--- config.mk ---
export PLATFORM = sky130hd
export DESIGN_NAME = mpc_2x2_ctrl
export DESIGN_NICKNAME = d
export VERILOG_FILES = /design/src/rtl/mpc_2x2_ctrl.sv
export SDC_FILE = /design/constraint.sdc
export NUM_CORES = 1
export LEC_CHECK = 0
export BUFFER_PORTS_ARGS = -buffer_cell sky130_fd_sc_hd__buf_2
export CAP_MARGIN = 10
export CORE_AREA = 5 5 423 425
export DETAILED_ROUTE_END_ITERATION = 7
export DIE_AREA = 0 0 428 430
export HOLD_SLACK_MARGIN = 0.1
export PLACE_DENSITY_LB_ADDON = 0.2
export SLEW_MARGIN = 20
export SYNTH_ARGS = -nofsm -noshare
export SYNTH_HDL_FRONTEND = slang
export SYNTH_SLANG_ARGS = --single-unit
--- constraint.sdc ---
create_clock -name wb_clk_i -period 2.75 [get_ports wb_clk_i]
set_input_delay 0.825 -clock wb_clk_i [delete_from_list [all_inputs] [get_ports wb_clk_i]]
set_output_delay 0.825 -clock wb_clk_i [all_outputs]
set_load 0.05 [all_outputs]
--- src/rtl/mpc_2x2_ctrl.sv ---
// Pad and Wishbone multiplexer for a 2x2 array of user macros sharing one set of chip IOs.
// A registered 4-bit configuration picks the owner of the north/east/west pads and the bus port.
module mpc_2x2_ctrl #(
  parameter int unsigned NW = 10,
  parameter int unsigned EW = 14,
  parameter int unsigned WW = 14
) (
  input  logic          wb_clk_i,
  input  logic          wb_rst_i,
  input  logic [3:0]    configuration,

  input  logic [NW-1:0] IO_north_i,
  output logic [NW-1:0] IO_north_o,
  output logic [NW-1:0] IO_north_oe,
  input  logic [EW-1:0] IO_east_i,
  output logic [EW-1:0] IO_east_o,
  output logic [EW-1:0] IO_east_oe,
  input  logic [WW-1:0] IO_west_i,
  output logic [WW-1:0] IO_west_o,
  output logic [WW-1:0] IO_west_oe,

  input  logic [NW-1:0] north_o_0,
  input  logic [NW-1:0] north_oe_0,
  input  logic [EW-1:0] east_o_0,
  input  logic [EW-1:0] east_oe_0,
  input  logic [WW-1:0] west_o_0,
  input  logic [WW-1:0] west_oe_0,
  output logic [NW-1:0] north_i_0,
  output logic [EW-1:0] east_i_0,
  output logic [WW-1:0] west_i_0,

  input  logic [NW-1:0] north_o_1,
  input  logic [NW-1:0] north_oe_1,
  input  logic [EW-1:0] east_o_1,
  input  logic [EW-1:0] east_oe_1,
  input  logic [WW-1:0] west_o_1,
  input  logic [WW-1:0] west_oe_1,
  output logic [NW-1:0] north_i_1,
  output logic [EW-1:0] east_i_1,
  output logic [WW-1:0] west_i_1,

  input  logic [NW-1:0] north_o_2,
  input  logic [NW-1:0] north_oe_2,
  input  logic [EW-1:0] east_o_2,
  input  logic [EW-1:0] east_oe_2,
  input  logic [WW-1:0] west_o_2,
  input  logic [WW-1:0] west_oe_2,
  output logic [NW-1:0] north_i_2,
  output logic [EW-1:0] east_i_2,
  output logic [WW-1:0] west_i_2,

  input  logic [NW-1:0] north_o_3,
  input  logic [NW-1:0] north_oe_3,
  input  logic [EW-1:0] east_o_3,
  input  logic [EW-1:0] east_oe_3,
  input  logic [WW-1:0] west_o_3,
  input  logic [WW-1:0] west_oe_3,
  output logic [NW-1:0] north_i_3,
  output logic [EW-1:0] east_i_3,
  output logic [WW-1:0] west_i_3,

  input  logic          wbs_stb_i,
  input  logic          wbs_cyc_i,
  input  logic          wbs_we_i,
  input  logic [3:0]    wbs_sel_i,
  input  logic [31:0]   wbs_dat_i,
  input  logic [31:0]   wbs_adr_i,
  output logic          wbs_ack_o,
  output logic [31:0]   wbs_dat_o,

  output logic          wb_clk_i_0,
  output logic          wb_rst_i_0,
  output logic          wbs_stb_i_0,
  output logic          wbs_cyc_i_0,
  output logic          wbs_we_i_0,
  output logic [3:0]    wbs_sel_i_0,
  output logic [31:0]   wbs_dat_i_0,
  output logic [31:0]   wbs_adr_i_0,
  input  logic          wbs_ack_o_0,
  input  logic [31:0]   wbs_dat_o_0,

  output logic          wb_clk_i_1,
  output logic          wb_rst_i_1,
  output logic          wbs_stb_i_1,
  output logic          wbs_cyc_i_1,
  output logic          wbs_we_i_1,
  output logic [3:0]    wbs_sel_i_1,
  output logic [31:0]   wbs_dat_i_1,
  output logic [31:0]   wbs_adr_i_1,
  input  logic          wbs_ack_o_1,
  input  logic [31:0]   wbs_dat_o_1,

  output logic          wb_clk_i_2,
  output logic          wb_rst_i_2,
  output logic          wbs_stb_i_2,
  output logic          wbs_cyc_i_2,
  output logic          wbs_we_i_2,
  output logic [3:0]    wbs_sel_i_2,
  output logic [31:0]   wbs_dat_i_2,
  output logic [31:0]   wbs_adr_i_2,
  input  logic          wbs_ack_o_2,
  input  logic [31:0]   wbs_dat_o_2,

  output logic          wb_clk_i_3,
  output logic          wb_rst_i_3,
  output logic          wbs_stb_i_3,
  output logic          wbs_cyc_i_3,
  output logic          wbs_we_i_3,
  output logic [3:0]    wbs_sel_i_3,
  output logic [31:0]   wbs_dat_i_3,
  output logic [31:0]   wbs_adr_i_3,
  input  logic          wbs_ack_o_3,
  input  logic [31:0]   wbs_dat_o_3
);

  logic [3:0] cfg_q;
  logic [1:0] sel_s;
  logic [1:0] sel_w;
  logic       pads_off;

  // Selection is frozen while a bus cycle is open so ownership never moves mid-transfer.
  always_ff @(posedge wb_clk_i) begin
    if (wb_rst_i) begin
      cfg_q <= 4'd0;
    end else if (!wbs_cyc_i) begin
      cfg_q <= configuration;
    end
  end

  assign sel_s    = cfg_q[1:0];
  assign sel_w    = cfg_q[2] ? (sel_s ^ 2'd1) : sel_s;
  assign pads_off = cfg_q[3] | wb_rst_i;

  logic [3:0][NW-1:0] n_o, n_oe, n_i;
  logic [3:0][EW-1:0] e_o, e_oe, e_i;
  logic [3:0][WW-1:0] w_o, w_oe, w_i;
  logic [3:0]         ack_v;
  logic [3:0][31:0]   dat_v;
  logic [3:0]         own;

  assign n_o   = {north_o_3, north_o_2, north_o_1, north_o_0};
  assign n_oe  = {north_oe_3, north_oe_2, north_oe_1, north_oe_0};
  assign e_o   = {east_o_3, east_o_2, east_o_1, east_o_0};
  assign e_oe  = {east_oe_3, east_oe_2, east_oe_1, east_oe_0};
  assign w_o   = {west_o_3, west_o_2, west_o_1, west_o_0};
  assign w_oe  = {west_oe_3, west_oe_2, west_oe_1, west_oe_0};
  assign ack_v = {wbs_ack_o_3, wbs_ack_o_2, wbs_ack_o_1, wbs_ack_o_0};
  assign dat_v = {wbs_dat_o_3, wbs_dat_o_2, wbs_dat_o_1, wbs_dat_o_0};

  always_comb begin
    IO_north_o  = pads_off ? '0 : n_o[sel_s];
    IO_north_oe = pads_off ? '0 : n_oe[sel_s];
    IO_east_o   = pads_off ? '0 : e_o[sel_s];
    IO_east_oe  = pads_off ? '0 : e_oe[sel_s];
    IO_west_o   = pads_off ? '0 : w_o[sel_w];
    IO_west_oe  = pads_off ? '0 : w_oe[sel_w];
  end

  // Unselected macros see quiet pads rather than a copy of the real inputs.
  always_comb begin
    n_i          = '0;
    e_i          = '0;
    w_i          = '0;
    n_i[sel_s]   = IO_north_i;
    e_i[sel_s]   = IO_east_i;
    w_i[sel_w]   = IO_west_i;
  end

  assign north_i_0 = n_i[0];
  assign north_i_1 = n_i[1];
  assign north_i_2 = n_i[2];
  assign north_i_3 = n_i[3];
  assign east_i_0  = e_i[0];
  assign east_i_1  = e_i[1];
  assign east_i_2  = e_i[2];
  assign east_i_3  = e_i[3];
  assign west_i_0  = w_i[0];
  assign west_i_1  = w_i[1];
  assign west_i_2  = w_i[2];
  assign west_i_3  = w_i[3];

  always_comb begin
    own        = '0;
    own[sel_s] = ~wb_rst_i;
  end

  assign wbs_stb_i_0 = wbs_stb_i & own[0];
  assign wbs_stb_i_1 = wbs_stb_i & own[1];
  assign wbs_stb_i_2 = wbs_stb_i & own[2];
  assign wbs_stb_i_3 = wbs_stb_i & own[3];
  assign wbs_cyc_i_0 = wbs_cyc_i & own[0];
  assign wbs_cyc_i_1 = wbs_cyc_i & own[1];
  assign wbs_cyc_i_2 = wbs_cyc_i & own[2];
  assign wbs_cyc_i_3 = wbs_cyc_i & own[3];

  assign wb_clk_i_0 = wb_clk_i;
  assign wb_clk_i_1 = wb_clk_i;
  assign wb_clk_i_2 = wb_clk_i;
  assign wb_clk_i_3 = wb_clk_i;
  assign wb_rst_i_0 = wb_rst_i;
  assign wb_rst_i_1 = wb_rst_i;
  assign wb_rst_i_2 = wb_rst_i;
  assign wb_rst_i_3 = wb_rst_i;

  assign wbs_we_i_0  = wbs_we_i;
  assign wbs_we_i_1  = wbs_we_i;
  assign wbs_we_i_2  = wbs_we_i;
  assign wbs_we_i_3  = wbs_we_i;
  assign wbs_sel_i_0 = wbs_sel_i;
  assign wbs_sel_i_1 = wbs_sel_i;
  assign wbs_sel_i_2 = wbs_sel_i;
  assign wbs_sel_i_3 = wbs_sel_i;
  assign wbs_dat_i_0 = wbs_dat_i;
  assign wbs_dat_i_1 = wbs_dat_i;
  assign wbs_dat_i_2 = wbs_dat_i;
  assign wbs_dat_i_3 = wbs_dat_i;
  assign wbs_adr_i_0 = wbs_adr_i;
  assign wbs_adr_i_1 = wbs_adr_i;
  assign wbs_adr_i_2 = wbs_adr_i;
  assign wbs_adr_i_3 = wbs_adr_i;

  assign wbs_ack_o = wb_rst_i ? 1'b0 : ack_v[sel_s];
  assign wbs_dat_o = wb_rst_i ? 32'd0 : dat_v[sel_s];

endmodule

==> results of run 1 <==
==> cell families (layout without fill, tap and decap cells) <==
group                  after synthesis  in the layout  share of synthesized area (%)
buffers and inverters              342            849                           35.5
flip-flops                           4              4                           1.19
XOR/XNOR                             2              2                          0.537
AND/OR/NAND/NOR                    284            284                           25.8
multiplexers                       113            113                           37.1
other                                0              2                              0
==> placed cells by master, fill, tap and decap left out, types with 2 or more instances in the layout <==
cell type / netlist / routed
and2_1: 100 / 99
buf_16: 0 / 6
mux2i_1: 4 / 4
clkbuf_16: 0 / 9
nor3_2: 0 / 2
mux4_2: 107 / 109
nor2b_2: 0 / 47
nand2b_1: 4 / 3
buf_12: 0 / 26
nor2b_4: 0 / 30
nor2b_1: 111 / 34
and3_1: 52 / 52
buf_4: 287 / 91
nor2_2: 0 / 4
dfxtp_4: 0 / 2
buf_8: 0 / 7
diode_2: 0 / 2
nor2_1: 13 / 9
buf_2: 10 / 658
buf_6: 3 / 50
==> per-stage QoR <==
| stage | utilization, % | setup TNS (ns) | cell area (µm²) | worst slack (ns) | hold WS, ns |
|---|---|---|---|---|---|
| 3_5_place_dp | 6.96 | -9.80 | 12200 | -0.213 | 0.595 |
| 5_1_grt | 7.57 | -46.87 | 13300 | -0.382 | 0.620 |
| 6_report | 7.58 | -30.67 | 13300 | -0.335 | 0.569 |
| 4_1_cts | 7.39 | -43.86 | 12900 | -0.373 | 0.606 |
| 2_1_floorplan | - | -13.25 | 6890 | -0.313 | 0.456 |
| 3_3_place_gp | 6.96 | -11.90 | 12200 | -0.217 | 0.595 |
==> final cells by class <==
type	count	area (µm²)	area share, %
repair buffers	838	5400	40.7
multi-input cells	399	4640	35.0
well taps	2340	2930	22.1
clock buffers	11	195	1.47
flip-flops and latches	4	88.8	0.670
diodes	2	5.00	0.0378
==> path summary, 6_finish.rpt <==
check             slack [ns]      from  cells after the start       endpoint
hold / removal          0.57  cfg_q[3]                      2       cfg_q[3]
hold reg to reg         0.57  cfg_q[3]                      2       cfg_q[3]
setup reg to reg        1.55  cfg_q[1]                      5       cfg_q[1]
setup / recovery       -0.33  cfg_q[0]                      5  IO_north_o[2]
==> Yosys cell counts, drive strengths merged <==
| library cell | count | area share, % |
|---|---|---|
| mux2i | 4 | 0.59 |
| and3 | 52 | 4.8 |
| or2 | 1 | 0.093 |
| and2 | 100 | 9.3 |
| xor2 | 1 | 0.13 |
| mux4 | 109 | 36 |
| xnor2 | 1 | 0.41 |
| dfxtp | 4 | 1.2 |
| nor2b | 111 | 10 |
| nand2 | 1 | 0.056 |
| nand2b | 4 | 0.37 |
| buf | 300 | 33 |
| clkbuf | 42 | 2.3 |
| nor3 | 2 | 0.15 |
| nor2 | 13 | 0.72 |
==> routing by layer <==
metal	part of all wire (%)	routed length [µm]	global-route usage, %
met5	0.14	104	0.286
met2	46	33400	12.0
met1	43	31200	9.56
met3	8.9	6430	2.63
met4	2.1	1490	1.50
==> timing repair <==
item,CTS,global route
gates resized for setup,141,85
pin swaps,1,1
cloned,4,1
buffers inserted,5,1
endpoints found under the setup margin,206,186
==> report_power, final <==
group	total (mW)	internal, mW	switching, mW
logic	2.95	1.21	1.74
registers	0.0696	0.0613	0.00831
clock network	0.854	0.479	0.375
==> critical path: cells and delay by family (launching register included) <==
family / cells / cell delay (ns)
buf+inv: 3 / 0.61
simple gates: 1 / 0.18
mux: 1 / 0.56
flops: 1 / 0.41
==> summary.txt, run 1 <==
outcome - complete, but fails checks
failing checks - setup timing
Avg WL per Cell - 20.2 µm
Placed Instances - 3574
Pre-antenna DRT Iters - 5
share of cells above drive strength 1 - 83.7%
Cell variety after synth - 18
final count of hold timing violations - 0
fin crit period - 3.08 ns
vias in the first global route - 8287
setup violators final - 160
Arr. time, crit path - 2.26 ns
Yosys warnings - 0
fill count - 20700
Slew @ Worst Pin - 0.610 ns
Reg clk slew, reported paths - 0.05 ns
Die ar. - 184000 µm²
max reg flops - 4
Non-Filler Instances - 3594
Largest regs - cfg_q (4)
DRC violations left - 0
CP peak stage delay - 0.56 ns
Worst setup SP type - register
critical-path cell list - buf_16 > buf_4 > mux4_2 > nor2b_2 > buf_2
Rel. slew slack - 59.3%
initial core utilization - 3.86%
achievable clock frequency - 0.324 GHz
unrepaired setup endpoints after global routing - true
clk_skew - 0 ns
CP Class - reg2out
critical path endpoint category - output pin
Syn Std Cell Area - 6750 µm²
Die Ht - 430 µm
hold buffer count at CTS - 0
Placement Rows - 154
Leakage - 5.79 nW
DPL Wire Length - 65.6 mm
final worst slack - -0.335 ns
Slowest cell on crit path - mux4_2
Slew Limit Fails - 0
P per Cell Area - 292 nW/µm²
initial antenna violation count - 52
core area - 175000 µm²
Biggest register - cfg_q
Vias/cell - 2.19
HP Class - reg2reg
wire length of the first global-routing pass - 90.5 mm
IO Pins - 1104
DR iter-0 viols - 359
Max-Cap Viols - 0
via count - 7853
crit path max fanout - 22
synth-to-layout area growth - 96.3%
Mapped Cells - 745
mean area per synthesized cell - 9.07 µm²
Final ANT Viol Nets - 0
Nets - 1805
Critical Path RT - 1.93 ns
largest net degree at the start of global routing - 33
power consumption - 3.87 mW
PortBufs - 758
Max VDD drop - 483 µV
CTS tree - yes
global-route usage over all layers - 7.44%
Final Cycle Share - 112%
grt ovf - 0
clk_lat worst skew - 0.35 ns
GPL Wtd Cong - 0.887
WL final - 72.6 mm
Mapped Nets - 1296
Yosys reg bits - 4
sequential-to-total area share from yosys stat - 1.19%
Die W - 428 µm
(Power assumes the default switching activity.)
==> run 2, diff against run 1 <==
Settings changed: ABC_AREA from default to 1, CORE_AREA 5 5 423 425 to 5 5 424 426, DIE_AREA 0 0 428 430 to 0 0 429 431, SKIP_CTS_REPAIR_TIMING from default to 1.
==> run 2 against run 1 <==
  * The flow still finishes with violations (setup timing)
  * Combinational power increased by 45%
  * Sequential share of layout area decreased by 0.15 points
  * Final cell count increased by 19%
  * Worst setup slack improved by 0.18 ns
  * Non-clock buffer count increased by 63
  * Clock power increased by 7.6%
  * Via count increased by 48%
  * Maximum frequency increased by 6.1%
  * Area after synthesis increased by 7.2%
  * Largest power group unchanged
==> summary.txt, run 2 <==
Avg WL per Cell - 21.1 µm (+4.3%)
GPL Wtd Cong - 0.808 (-8.9%)
Placement Rows - 154 (unchanged)
Yosys warnings - 0 (unchanged)
vias in the first global route - 11600 (+40%)
core area - 175000 µm² (+0.22%)
clk_skew - 0 ns (unchanged)
Flop pwr share - 1.4% (-0.4 points)
crit path max fanout - 24 (+9.1%)
setup violators final - 75 (-53%)
Mapped Nets - 1976 (+52%)
Post-synth EDFFs - 0 (unchanged)
final count of hold timing violations - 0 (unchanged)
cell with the most instances after synthesis - nand2_1
unrepaired setup endpoints after global routing - true
sequential-to-total area share from yosys stat - 1.11% (-0.079 points)
CP Class - reg2out
synth-to-layout area growth - 134%
Yosys reg bits - 4 (unchanged)
largest net degree at the start of global routing - 60 (+82%)
most frequent cells in the layout - buf_2, nand2_1, nand3_1
cell taking the most area after synthesis - buf_4
final worst slack - -0.157 ns (+0.177 ns)
Slew @ Worst Pin - 0.391 ns (-0.219 ns)
Syn Std Cell Area - 7240 µm² (+7.2%)
Rel. slew slack - 73.9% (+15 points)
Die Ht - 431 µm (+0.23%)
global-route usage over all layers - 8.35% (+0.91 points)
share of synthesized flip-flops with an asynchronous set or reset - 0% (unchanged)
setup_tns - -2.98 ns (+27.69 ns)
WL final - 90.3 mm (+24%)
combinational share of power - 81.1% (+5.0 points)
Largest regs - cfg_q (4)
Vias/cell - 2.71 (+24%)
CP peak stage delay - 0.49 ns (-0.07 ns)
HP Class - reg2reg
Mapped Cells - 1425 (+91%)
clk_lat worst skew - 0.35 ns (about the same)
Post-synth top cells - nand2_1, buf_4, nand3_1, nor2_1, a31oi_1
DRC violations left - 0 (unchanged)
failing checks - setup timing
max reg flops - 4 (unchanged)
Final ANT Viol Nets - 0 (unchanged)
DR iter-0 viols - 634 (+77%)
Leakage - 7.31 nW (+26%)
PortBufs - 758 (unchanged)
initial antenna violation count - 31 (-40%)
area share of the largest cell type after synthesis - 29.7% (-6.0 points)
Max-Cap Viols - 0 (unchanged)
Critical Path RT - 1.93 ns (about the same)
Slew Limit Fails - 0 (unchanged)
Die W - 429 µm (+0.23%)
Worst setup SP type - register
Top delay family on crit path - simple AND/OR/NAND/NOR gates
Biggest register - cfg_q
fin crit period - 2.91 ns (-0.177 ns)
mean area per synthesized cell - 5.08 µm² (-44%)
outcome - complete, but fails checks
grt ovf - 0 (unchanged)
IO Pins - 1104 (unchanged)
Arr. time, crit path - 2.08 ns (-0.18 ns)
critical-path cell list - buf_16 > buf_12 > nand4_1 > nand2_2 > nor2_4 > nor2_4 > buf_12
initial core utilization - 4.13% (+0.27 points)
Net Sw Frac - 59.5% (+4.6 points)
sw power - 3.13 mW (+48%)
Cell variety after synth - 17 (-1)
critical path endpoint category - output pin
Slowest cell on crit path - dfxtp_4
Die ar. - 185000 µm² (+0.47%)
CTS tree - yes
commonest non-fill, non-tap cell in the layout - buf_2
Nets - 2486 (+38%)
P per Cell Area - 311 nW/µm² (+6.5%)
Max VDD drop - 369 µV (-24%)
Crit path buffers/inverters - 3 (unchanged)
Reg clk slew, reported paths - 0.04 ns (about the same)
Final Cycle Share - 106% (-6.5 points)
Util after Layout - 9.67% (+2.1 points)
Pint - 2.14 mW (+22%)
share of cells above drive strength 1 - 58.8% (-25 points)
DPL Wire Length - 71.9 mm (+9.6%)
clock group share of total power - 17.5% (-4.6 points)
achievable clock frequency - 0.344 GHz (+6.1%)
fill count - 20800 (+0.19%)
via count - 11600 (+48%)
Post-synth top flop - dfxtp_1
dominant cells by area after synthesis - buf_4, nand2_1, nand3_1
Pre-antenna DRT Iters - 5 (unchanged)
wire length of the first global-routing pass - 106 mm (+17%)
[run 2: through the flow]
| step | std cells | worst slack [ns] | cell area (µm²) | hold slack (ns) | total power [mW] |
|---|---|---|---|---|---|
| 2_1_floorplan | 1425 | -0.345 | 8150 | 0.441 | 3.39 |
| 3_3_place_gp | 4232 | -0.385 | 14500 | 0.500 | 4.10 |
| 3_5_place_dp | 4232 | -0.355 | 14500 | 0.499 | 4.08 |
| 4_1_cts | 4239 | -0.714 | 14600 | 0.505 | 4.82 |
| 5_1_grt | 4276 | -0.179 | 16900 | 0.579 | 5.58 |
| 6_report | 4286 | -0.157 | 16900 | 0.514 | 5.27 |
[run 2: cell families after synthesis]
logic type | after synthesis | synth area share (%)
AOI/OAI and AO/OA | 85 | 7.38
buffers and inverters | 449 | 39.6
DFF | 4 | 1.11
and+or+nand+nor | 887 | 51.9
[run 2: worst paths after layout]
check	start	to	slack [ns]	depth (start not counted)
max reg2reg	cfg_q[0]	cfg_q[0]	1.41	5
max	cfg_q[1]	IO_west_oe[12]	-0.16	7
min	cfg_q[3]	cfg_q[3]	0.51	2
min reg2reg	cfg_q[3]	cfg_q[3]	0.51	2
[run 2: layout make-up]
| class | instances | area, µm² | share of cell area, % |
|---|---|---|---|
| flip-flops and latches | 4 | 88.8 | 0.524 |
| inverters | 44 | 199 | 1.17 |
| multi-input cells | 972 | 5890 | 34.7 |
| clock buffers | 11 | 195 | 1.15 |
| diodes | 13 | 32.5 | 0.192 |
| repair inverters | 1 | 30.0 | 0.177 |
| repair buffers | 901 | 7590 | 44.8 |
| well taps | 2340 | 2930 | 17.3 |
[run 2: layer usage]
layer	wire length, µm	part of all wire, %	global-route usage (%)
met5	27	0.030	0
met4	3230	3.6	3.23
met3	6710	7.4	2.79
met2	43500	48	14.1
met1	36800	41	9.76
[run 2: worst reg2reg max path, cell delays in order (launching register included)]
cell and delay, ns:
dfxtp_4 0.38, inv_8 0.10, buf_16 0.18, buf_4 0.30
a211oi_2 0.11, buf_4 0.15
[run 2: power by group through the flow]
stage	Combinational, mW	Clock [mW]	Sequential [mW]
finish	4.27	0.919	0.0743
global route	4.52	0.982	0.0752
CTS	3.74	1.01	0.0704
detailed placement	3.73	0.277	0.0712
global placement	3.75	0.277	0.0712
floorplan	3.01	0.314	0.0647
